==> src/rtl/coco_ram_arbiter_if.sv <==
// Request, acknowledge and RAM-side signals of the CoCo main RAM arbiter.
// master: the arbiter's view; slave: the requesters and the RAM macro.
interface coco_ram_arbiter_if #(
    parameter int unsigned ADDR_W = 16
);
    logic              vdg_req;
    logic [ADDR_W-1:0] vdg_addr;
    logic              vdg_ack;
    logic [7:0]        vdg_data;

    logic              cpu_req;
    logic              cpu_we;
    logic [ADDR_W-1:0] cpu_addr;
    logic [7:0]        cpu_wdata;
    logic              cpu_ack;
    logic [7:0]        cpu_rdata;

    logic              ldr_req;
    logic [ADDR_W-1:0] ldr_addr;
    logic [7:0]        ldr_wdata;
    logic              ldr_ack;

    logic              mem_en;
    logic              mem_we;
    logic [ADDR_W-1:0] mem_addr;
    logic [7:0]        mem_wdata;
    logic [7:0]        mem_q;

    modport master (
        input  vdg_req, vdg_addr, cpu_req, cpu_we, cpu_addr, cpu_wdata,
               ldr_req, ldr_addr, ldr_wdata, mem_q,
        output vdg_ack, vdg_data, cpu_ack, cpu_rdata, ldr_ack,
               mem_en, mem_we, mem_addr, mem_wdata
    );

    modport slave (
        output vdg_req, vdg_addr, cpu_req, cpu_we, cpu_addr, cpu_wdata,
               ldr_req, ldr_addr, ldr_wdata, mem_q,
        input  vdg_ack, vdg_data, cpu_ack, cpu_rdata, ldr_ack,
               mem_en, mem_we, mem_addr, mem_wdata
    );
endinterface

==> src/rtl/coco_ram_arbiter.sv <==
// Single-port main RAM arbiter: VDG > CPU > loader, loader promoted after STARVE_LIMIT CPU grants.
// Optional per-requester grant counters on dbg_grants when RAM_ARB_STATS_EN is defined.
module coco_ram_arbiter #(
    parameter int unsigned ADDR_W       = 16,
    parameter int unsigned STARVE_LIMIT = 8
) (
    input  logic                clk,
    input  logic                reset,
    input  logic                clk_ena,
    coco_ram_arbiter_if.master  bus,
    output logic [23:0]         dbg_grants
);
    typedef enum logic [1:0] {IDLE, ACCESS, DATA} state_t;
    typedef enum logic [1:0] {OWN_VDG, OWN_CPU, OWN_LDR} owner_t;

    localparam logic [7:0] STARVE_MAX = 8'(STARVE_LIMIT);

    state_t     state, state_nx;
    owner_t     owner, grant_owner;
    logic       grant;
    logic       acc_we;
    logic       data_done;
    logic [7:0] starve_cnt;

    always_comb begin
        state_nx    = state;
        grant       = 1'b0;
        grant_owner = OWN_VDG;
        case (state)
            IDLE: begin
                if (clk_ena) begin
                    if (bus.vdg_req) begin
                        grant       = 1'b1;
                        grant_owner = OWN_VDG;
                    end else if (bus.ldr_req && starve_cnt == STARVE_MAX) begin
                        grant       = 1'b1;
                        grant_owner = OWN_LDR;
                    end else if (bus.cpu_req) begin
                        grant       = 1'b1;
                        grant_owner = OWN_CPU;
                    end else if (bus.ldr_req) begin
                        grant       = 1'b1;
                        grant_owner = OWN_LDR;
                    end
                    if (grant) state_nx = ACCESS;
                end
            end
            ACCESS:  if (clk_ena) state_nx = DATA;
            DATA:    if (clk_ena) state_nx = IDLE;
            default: state_nx = IDLE;
        endcase
    end

    always_ff @(posedge clk) begin
        if (!reset) begin
            state         <= IDLE;
            owner         <= OWN_VDG;
            acc_we        <= 1'b0;
            data_done     <= 1'b0;
            starve_cnt    <= '0;
            bus.mem_en    <= 1'b0;
            bus.mem_we    <= 1'b0;
            bus.mem_addr  <= '0;
            bus.mem_wdata <= '0;
            bus.vdg_ack   <= 1'b0;
            bus.cpu_ack   <= 1'b0;
            bus.ldr_ack   <= 1'b0;
            bus.vdg_data  <= '0;
            bus.cpu_rdata <= '0;
        end else begin
            state       <= state_nx;
            bus.mem_en  <= 1'b0;
            bus.mem_we  <= 1'b0;
            bus.vdg_ack <= 1'b0;
            bus.cpu_ack <= 1'b0;
            bus.ldr_ack <= 1'b0;

            // mem_en/mem_we are raised by the grant edge so they cover exactly the first ACCESS clk
            if (grant) begin
                owner      <= grant_owner;
                data_done  <= 1'b0;
                bus.mem_en <= 1'b1;
                case (grant_owner)
                    OWN_VDG: begin
                        bus.mem_addr <= bus.vdg_addr;
                        bus.mem_we   <= 1'b0;
                        acc_we       <= 1'b0;
                    end
                    OWN_CPU: begin
                        bus.mem_addr  <= bus.cpu_addr;
                        bus.mem_wdata <= bus.cpu_wdata;
                        bus.mem_we    <= bus.cpu_we;
                        acc_we        <= bus.cpu_we;
                    end
                    default: begin
                        bus.mem_addr  <= bus.ldr_addr;
                        bus.mem_wdata <= bus.ldr_wdata;
                        bus.mem_we    <= 1'b1;
                        acc_we        <= 1'b1;
                    end
                endcase
            end

            // First clk in DATA: mem_q is valid here even with a free-running clk_ena
            if (state == DATA && !data_done) begin
                data_done <= 1'b1;
                case (owner)
                    OWN_VDG: begin
                        bus.vdg_ack  <= 1'b1;
                        bus.vdg_data <= bus.mem_q;
                    end
                    OWN_CPU: begin
                        bus.cpu_ack <= 1'b1;
                        if (!acc_we) bus.cpu_rdata <= bus.mem_q;
                    end
                    default: bus.ldr_ack <= 1'b1;
                endcase
            end

            if (!bus.ldr_req)
                starve_cnt <= '0;
            else if (grant && grant_owner == OWN_LDR)
                starve_cnt <= '0;
            else if (grant && grant_owner == OWN_CPU && starve_cnt != STARVE_MAX)
                starve_cnt <= starve_cnt + 8'd1;
        end
    end

`ifdef RAM_ARB_STATS_EN
    logic [7:0] vdg_cnt, cpu_cnt, ldr_cnt;

    always_ff @(posedge clk) begin
        if (!reset) begin
            vdg_cnt <= '0;
            cpu_cnt <= '0;
            ldr_cnt <= '0;
        end else if (grant) begin
            case (grant_owner)
                OWN_VDG: if (vdg_cnt != '1) vdg_cnt <= vdg_cnt + 8'd1;
                OWN_CPU: if (cpu_cnt != '1) cpu_cnt <= cpu_cnt + 8'd1;
                default: if (ldr_cnt != '1) ldr_cnt <= ldr_cnt + 8'd1;
            endcase
        end
    end

    assign dbg_grants = {vdg_cnt, cpu_cnt, ldr_cnt};
`else
    assign dbg_grants = '0;
`endif
endmodule

==> src/flat_wrapper.sv <==
// flat-port wrapper written by rule: the top's interface ports become plain ports
module coco_ram_arbiter_flat 
#(
    parameter int unsigned ADDR_W       = 16,
    parameter int unsigned STARVE_LIMIT = 8
)
  (clk, reset, clk_ena, dbg_grants, bus_vdg_req, bus_vdg_addr, bus_cpu_req, bus_cpu_we, bus_cpu_addr, bus_cpu_wdata, bus_ldr_req, bus_ldr_addr, bus_ldr_wdata, bus_mem_q, bus_vdg_ack, bus_vdg_data, bus_cpu_ack, bus_cpu_rdata, bus_ldr_ack, bus_mem_en, bus_mem_we, bus_mem_addr, bus_mem_wdata);
  coco_ram_arbiter_if #(.ADDR_W(ADDR_W)) bus_i ();
  input  logic clk;
  input  logic reset;
  input  logic clk_ena;
  output logic [23:0] dbg_grants;
  input wire logic [$bits(bus_i.vdg_req)-1:0] bus_vdg_req;
  input wire logic [$bits(bus_i.vdg_addr)-1:0] bus_vdg_addr;
  input wire logic [$bits(bus_i.cpu_req)-1:0] bus_cpu_req;
  input wire logic [$bits(bus_i.cpu_we)-1:0] bus_cpu_we;
  input wire logic [$bits(bus_i.cpu_addr)-1:0] bus_cpu_addr;
  input wire logic [$bits(bus_i.cpu_wdata)-1:0] bus_cpu_wdata;
  input wire logic [$bits(bus_i.ldr_req)-1:0] bus_ldr_req;
  input wire logic [$bits(bus_i.ldr_addr)-1:0] bus_ldr_addr;
  input wire logic [$bits(bus_i.ldr_wdata)-1:0] bus_ldr_wdata;
  input wire logic [$bits(bus_i.mem_q)-1:0] bus_mem_q;
  output wire logic [$bits(bus_i.vdg_ack)-1:0] bus_vdg_ack;
  output wire logic [$bits(bus_i.vdg_data)-1:0] bus_vdg_data;
  output wire logic [$bits(bus_i.cpu_ack)-1:0] bus_cpu_ack;
  output wire logic [$bits(bus_i.cpu_rdata)-1:0] bus_cpu_rdata;
  output wire logic [$bits(bus_i.ldr_ack)-1:0] bus_ldr_ack;
  output wire logic [$bits(bus_i.mem_en)-1:0] bus_mem_en;
  output wire logic [$bits(bus_i.mem_we)-1:0] bus_mem_we;
  output wire logic [$bits(bus_i.mem_addr)-1:0] bus_mem_addr;
  output wire logic [$bits(bus_i.mem_wdata)-1:0] bus_mem_wdata;
  assign bus_i.vdg_req = bus_vdg_req;
  assign bus_i.vdg_addr = bus_vdg_addr;
  assign bus_i.cpu_req = bus_cpu_req;
  assign bus_i.cpu_we = bus_cpu_we;
  assign bus_i.cpu_addr = bus_cpu_addr;
  assign bus_i.cpu_wdata = bus_cpu_wdata;
  assign bus_i.ldr_req = bus_ldr_req;
  assign bus_i.ldr_addr = bus_ldr_addr;
  assign bus_i.ldr_wdata = bus_ldr_wdata;
  assign bus_i.mem_q = bus_mem_q;
  assign bus_vdg_ack = bus_i.vdg_ack;
  assign bus_vdg_data = bus_i.vdg_data;
  assign bus_cpu_ack = bus_i.cpu_ack;
  assign bus_cpu_rdata = bus_i.cpu_rdata;
  assign bus_ldr_ack = bus_i.ldr_ack;
  assign bus_mem_en = bus_i.mem_en;
  assign bus_mem_we = bus_i.mem_we;
  assign bus_mem_addr = bus_i.mem_addr;
  assign bus_mem_wdata = bus_i.mem_wdata;
  coco_ram_arbiter #(.ADDR_W(ADDR_W), .STARVE_LIMIT(STARVE_LIMIT)) u_core (.clk(clk), .reset(reset), .clk_ena(clk_ena), .bus(bus_i), .dbg_grants(dbg_grants));
endmodule
==> config.mk <==
export PLATFORM = sky130hd
export DESIGN_NAME = coco_ram_arbiter_flat
export DESIGN_NICKNAME = d
export VERILOG_FILES = /design/src/rtl/coco_ram_arbiter_if.sv /design/src/rtl/coco_ram_arbiter.sv /design/src/flat_wrapper.sv
export SDC_FILE = /design/constraint.sdc
export NUM_CORES = 1
export LEC_CHECK = 0
export CAP_MARGIN = 20
export CORE_ASPECT_RATIO = 1.1
export CORE_MARGIN = 8
export CORE_UTILIZATION = 44
export CTS_CLUSTER_SIZE = 16
export DETAILED_ROUTE_END_ITERATION = 8
export PLACE_DENSITY = 0.88
export SYNTH_ARGS = -nofsm -noshare
export SYNTH_HDL_FRONTEND = slang
export SYNTH_SLANG_ARGS = --single-unit
==> constraint.sdc <==
create_clock -name clk -period 3.6 [get_ports clk]
set_clock_uncertainty 0.05 [all_clocks]
set_input_delay 0.72 -clock clk [delete_from_list [all_inputs] [get_ports clk]]
set_output_delay 0.72 -clock clk [all_outputs]
set_load 0.02 [all_outputs]
==> results.py <==
metrics = {
    "run_status": {
        "status": "complete, no violations",
    },
    "setup_path": {
        "start_kind": "input pin",
        "r2r-start": "u_core.state[0]",
        "crit_arrival_ns": 2.68,
        "critPathKind": "input pin to flip-flop",
        "rr_worst_depth": 4,
        "critPathBufInv": 1,
        "required_ns": 3.80,
        "r2r-end": "u_core.bus.mem_wdata[3]",
        "max_stage_delay_ns": 0.55,
        "end_kind": "flip-flop",
        "ff2ff_setup_slack_ns": 1.64,
        "critPathTopFamily": "simple AND/OR/NAND/NOR gates",
        "critPathMaxFanout": 22,
        "path_cells": "clkdlybuf4s50_1, or3b_4, nor2_2, o21ai_0, a31oi_1",
        "cp_slowest_cell": "or3b_4",
    },
    "global_route": {
        "grt_max_degree": 36,
        "grt_pass1_wl_um": 14280,
        "grtUsageTotal_pct": 18.46,
        "globalRoute.totalOverflow": 0,
        "grt_pass1_vias": 2981,
        "antenna_found_initial": 0,
    },
    "die": {
        "fp.dieH_um": 102.2,
        "ios": 148,
        "std_cell_rows": 31,
        "initial_core_util_pct": 45.31,
        "dieArea_um2": 9639,
        "core_area_um2": 6555,
        "die_w_um": 94.34,
    },
    "sta": {
        "totalNegativeSetupSlack_ns": 0,
        "post-route-worst-setup-slack_ns": 1.119,
        "layout_min_cycle_time_ns": 2.481,
        "drv_slew": 0,
        "tightest_slew_ns": 1.069,
        "slew_headroom_pct": 28.51,
        "holdWs_ns": 0.4488,
        "rsz0062_at_grt": "false",
        "fmax_mhz": 403.0,
        "finalCritPeriodShare_pct": 68.92,
        "hold_viol_final": 0,
        "setup_violations": 0,
    },
    "layout": {
        "area_growth_pct": 45.96,
        "layout_commonest_cell": "clkdlybuf4s50_1",
        "drive_above_1_share_pct": 7.912,
        "fillers": 556,
        "fin_nets": 531,
        "antenna_cells": 0,
        "layout_common_cells": "clkdlybuf4s50_1 (123), dfxtp_1 (59), o21ai_0 (35), conb_1 (24)",
    },
    "synth": {
        "synthXorXnorAreaFrac_pct": 1.474,
        "yosysUniqueCellTypes": 47,
        "synth_top_family_by_area": "simple AND/OR/NAND/NOR gates",
        "synth_cells": 333,
        "ys.flop_type": "dfxtp_1",
        "synth.ff_latch_count": 59,
        "ys_async_sr_fraction_pct": 0,
        "synth_edf_count": 0,
        "ys_seq_area_share_pct": 39.76,
        "synth-compound-area-share_pct": 18.83,
        "synth-adder-area-share_pct": 0.8425,
        "muxShareOfSynthArea_pct": 5.729,
        "avgSynthCellArea_um2": 8.920,
        "yosys-top-cells-area": "dfxtp_1 (40%), buf_4 (6.3%), o21ai_0 (5.9%), mux2i_1 (5.7%), a221oi_1 (4.7%)",
        "synth.cell_area_um2": 2970,
        "synth_area_leader_cell": "dfxtp_1",
        "yosys_warnings": 0,
        "synthSimpleGateAreaFrac_pct": 23.17,
        "synth_top_area_share_pct": 39.76,
    },
    "power": {
        "power.leakage_nw": 1.573,
        "ir_worst_vdd_uv": 264.7,
        "pwr_density_cell_nw_per_um2": 365.2,
    },
    "clocking": {
        "clk_path_buf_depth": 2,
        "tritoncts": "done",
        "postCtsHoldBufs": 0,
        "clk_pin_slew_worst_paths_ns": 0.06,
        "clockRootBuffer": "clkbuf_8",
        "post_cts_buffers": 0,
        "cts.sinks": 59,
        "clock_latency_ns": 0.33,
        "htreeDepth": 3,
        "cts_buffers": 9,
        "cts_resized": 0,
    },
    "routing": {
        "drt-total-wl_um": 9070,
        "num_vias": 2908,
        "routedWlPerCell_um": 16.89,
        "dr.pass1.iters": 4,
        "vias_per_cell": 5.415,
        "drtIter0Drc": 129,
        "drc": 0,
        "postRouteAntennaNets": 0,
    },
    "hold_path": {
        "hold_class": "flip-flop to flip-flop",
        "hp-start": "u_core.owner[1]",
        "hold_end": "u_core.bus.ldr_ack",
        "whs_path_depth": 2,
    },
    "placed_design": {
        "place_ws_ns": 0.8207,
        "portBuffers": 123,
        "place_congestion": 0.8377,
        "dp_hpwl_um": 6901,
    },
    "job": {
        "max-cap-violations": 0,
    },
}
[sequential cells by signal, summed over array words and instances (netlist names)]
name / flops
u_core.acc_we: 1
u_core.bus.cpu_ack: 1
u_core.bus.cpu_rdata: 8
u_core.bus.ldr_ack: 1
u_core.bus.mem_addr: 16
u_core.bus.mem_en: 1
u_core.bus.mem_wdata: 8
u_core.bus.mem_we: 1
u_core.bus.vdg_ack: 1
u_core.bus.vdg_data: 8
u_core.data_done: 1
u_core.owner: 2
u_core.starve_cnt: 8
u_core.state: 2
[where the power goes]
part | total [W] | switching, W | internal (W)
combinational | 0.000341 | 0.000171 | 0.000170
sequential | 0.000703 | 0.0000189 | 0.000684
clock | 0.000539 | 0.000254 | 0.000285
total | 0.00158 | 0.000444 | 0.00114
[cells by family (layout without fill, tap and decap cells)]
kind of cell | after synthesis | after routing
AOI/OAI and AO/OA | 89 | 89
xor gates and xnor gates | 5 | 5
adders and majority gates | 2 | 2
buffers and inverters | 50 | 149
DFF | 59 | 59
muxes | 17 | 17
other | 1 | 24
and+or+nand+nor | 110 | 110
[metal layers]
layer	share of wire, %	up-vias	wire [µm]	track usage, %
met5	0	-	0	0
met4	2.2	0	203	6.716
met3	10	21	920	7.348
met2	50	148	4568	32.23
met1	37	1352	3378	19.49
li1	-	1387	-	-
[worst reg2reg max path: cells and delay by family, from the launching register on]
family           cells  cell delay [ns]
AO/OA/AOI/OAI        2             0.36
flip-flops           1             0.39
AND/OR/NAND/NOR      2             1.09
[layout make-up]
| class | count | area (µm²) | area share, % |
|---|---|---|---|
| inverter | 3 | 11.26 | 0.2597 |
| multi-input combinational | 247 | 1577 | 36.36 |
| clock inverter | 4 | 25.02 | 0.5772 |
| tap | 82 | 102.6 | 2.367 |
| timing repair buffer | 130 | 1284 | 29.61 |
| clock buffer | 12 | 155.1 | 3.579 |
| sequential | 59 | 1181 | 27.24 |
[per-stage QoR]
step           instance area [µm²]  util (%)   power, W  instances
4_1_cts                       4335     66.14   0.001591        537
3_5_place_dp                  4155     63.39   0.001056        521
5_1_grt                       4335     66.14   0.001651        537
3_3_place_gp                  4155     63.39   0.001049        521
2_1_floorplan                 3057         -  0.0009012        356
6_report                      4335     66.14   0.001584        537
[how the worst max path moves through the flow]
stage,slack (ns),start,to,depth (start not counted)
6_report,1.12,clk_ena,u_core.bus.mem_wdata[3],5
3_3_place_gp,0.93,clk_ena,u_core.bus.mem_wdata[2],5
4_1_cts,1.16,clk_ena,u_core.bus.mem_wdata[1],5
5_1_grt,0.95,clk_ena,u_core.bus.mem_wdata[4],5
3_5_place_dp,0.82,clk_ena,u_core.bus.mem_wdata[4],5
2_1_floorplan,1.65,clk_ena,u_core.bus.mem_wdata[0],5
[cells in the mapped netlist (all sizes together) (2+ instances only)]
cell     n
dfxtp   59
o21ai   35
buf     34
a21oi   20
nor2b   20
nand2b  18
nand4   18
mux2i   17
a221oi  16
clkbuf  13
nor2    13
nand3   12
a31oi   10
nand2    7
xor2     4
a21boi   3
and2     3
inv      3
nor3     3
and3     2
and4bb   2
ha       2
nand3b   2
nor3b    2
nor4b    2
or3b     2
(Power assumes the default switching activity.)
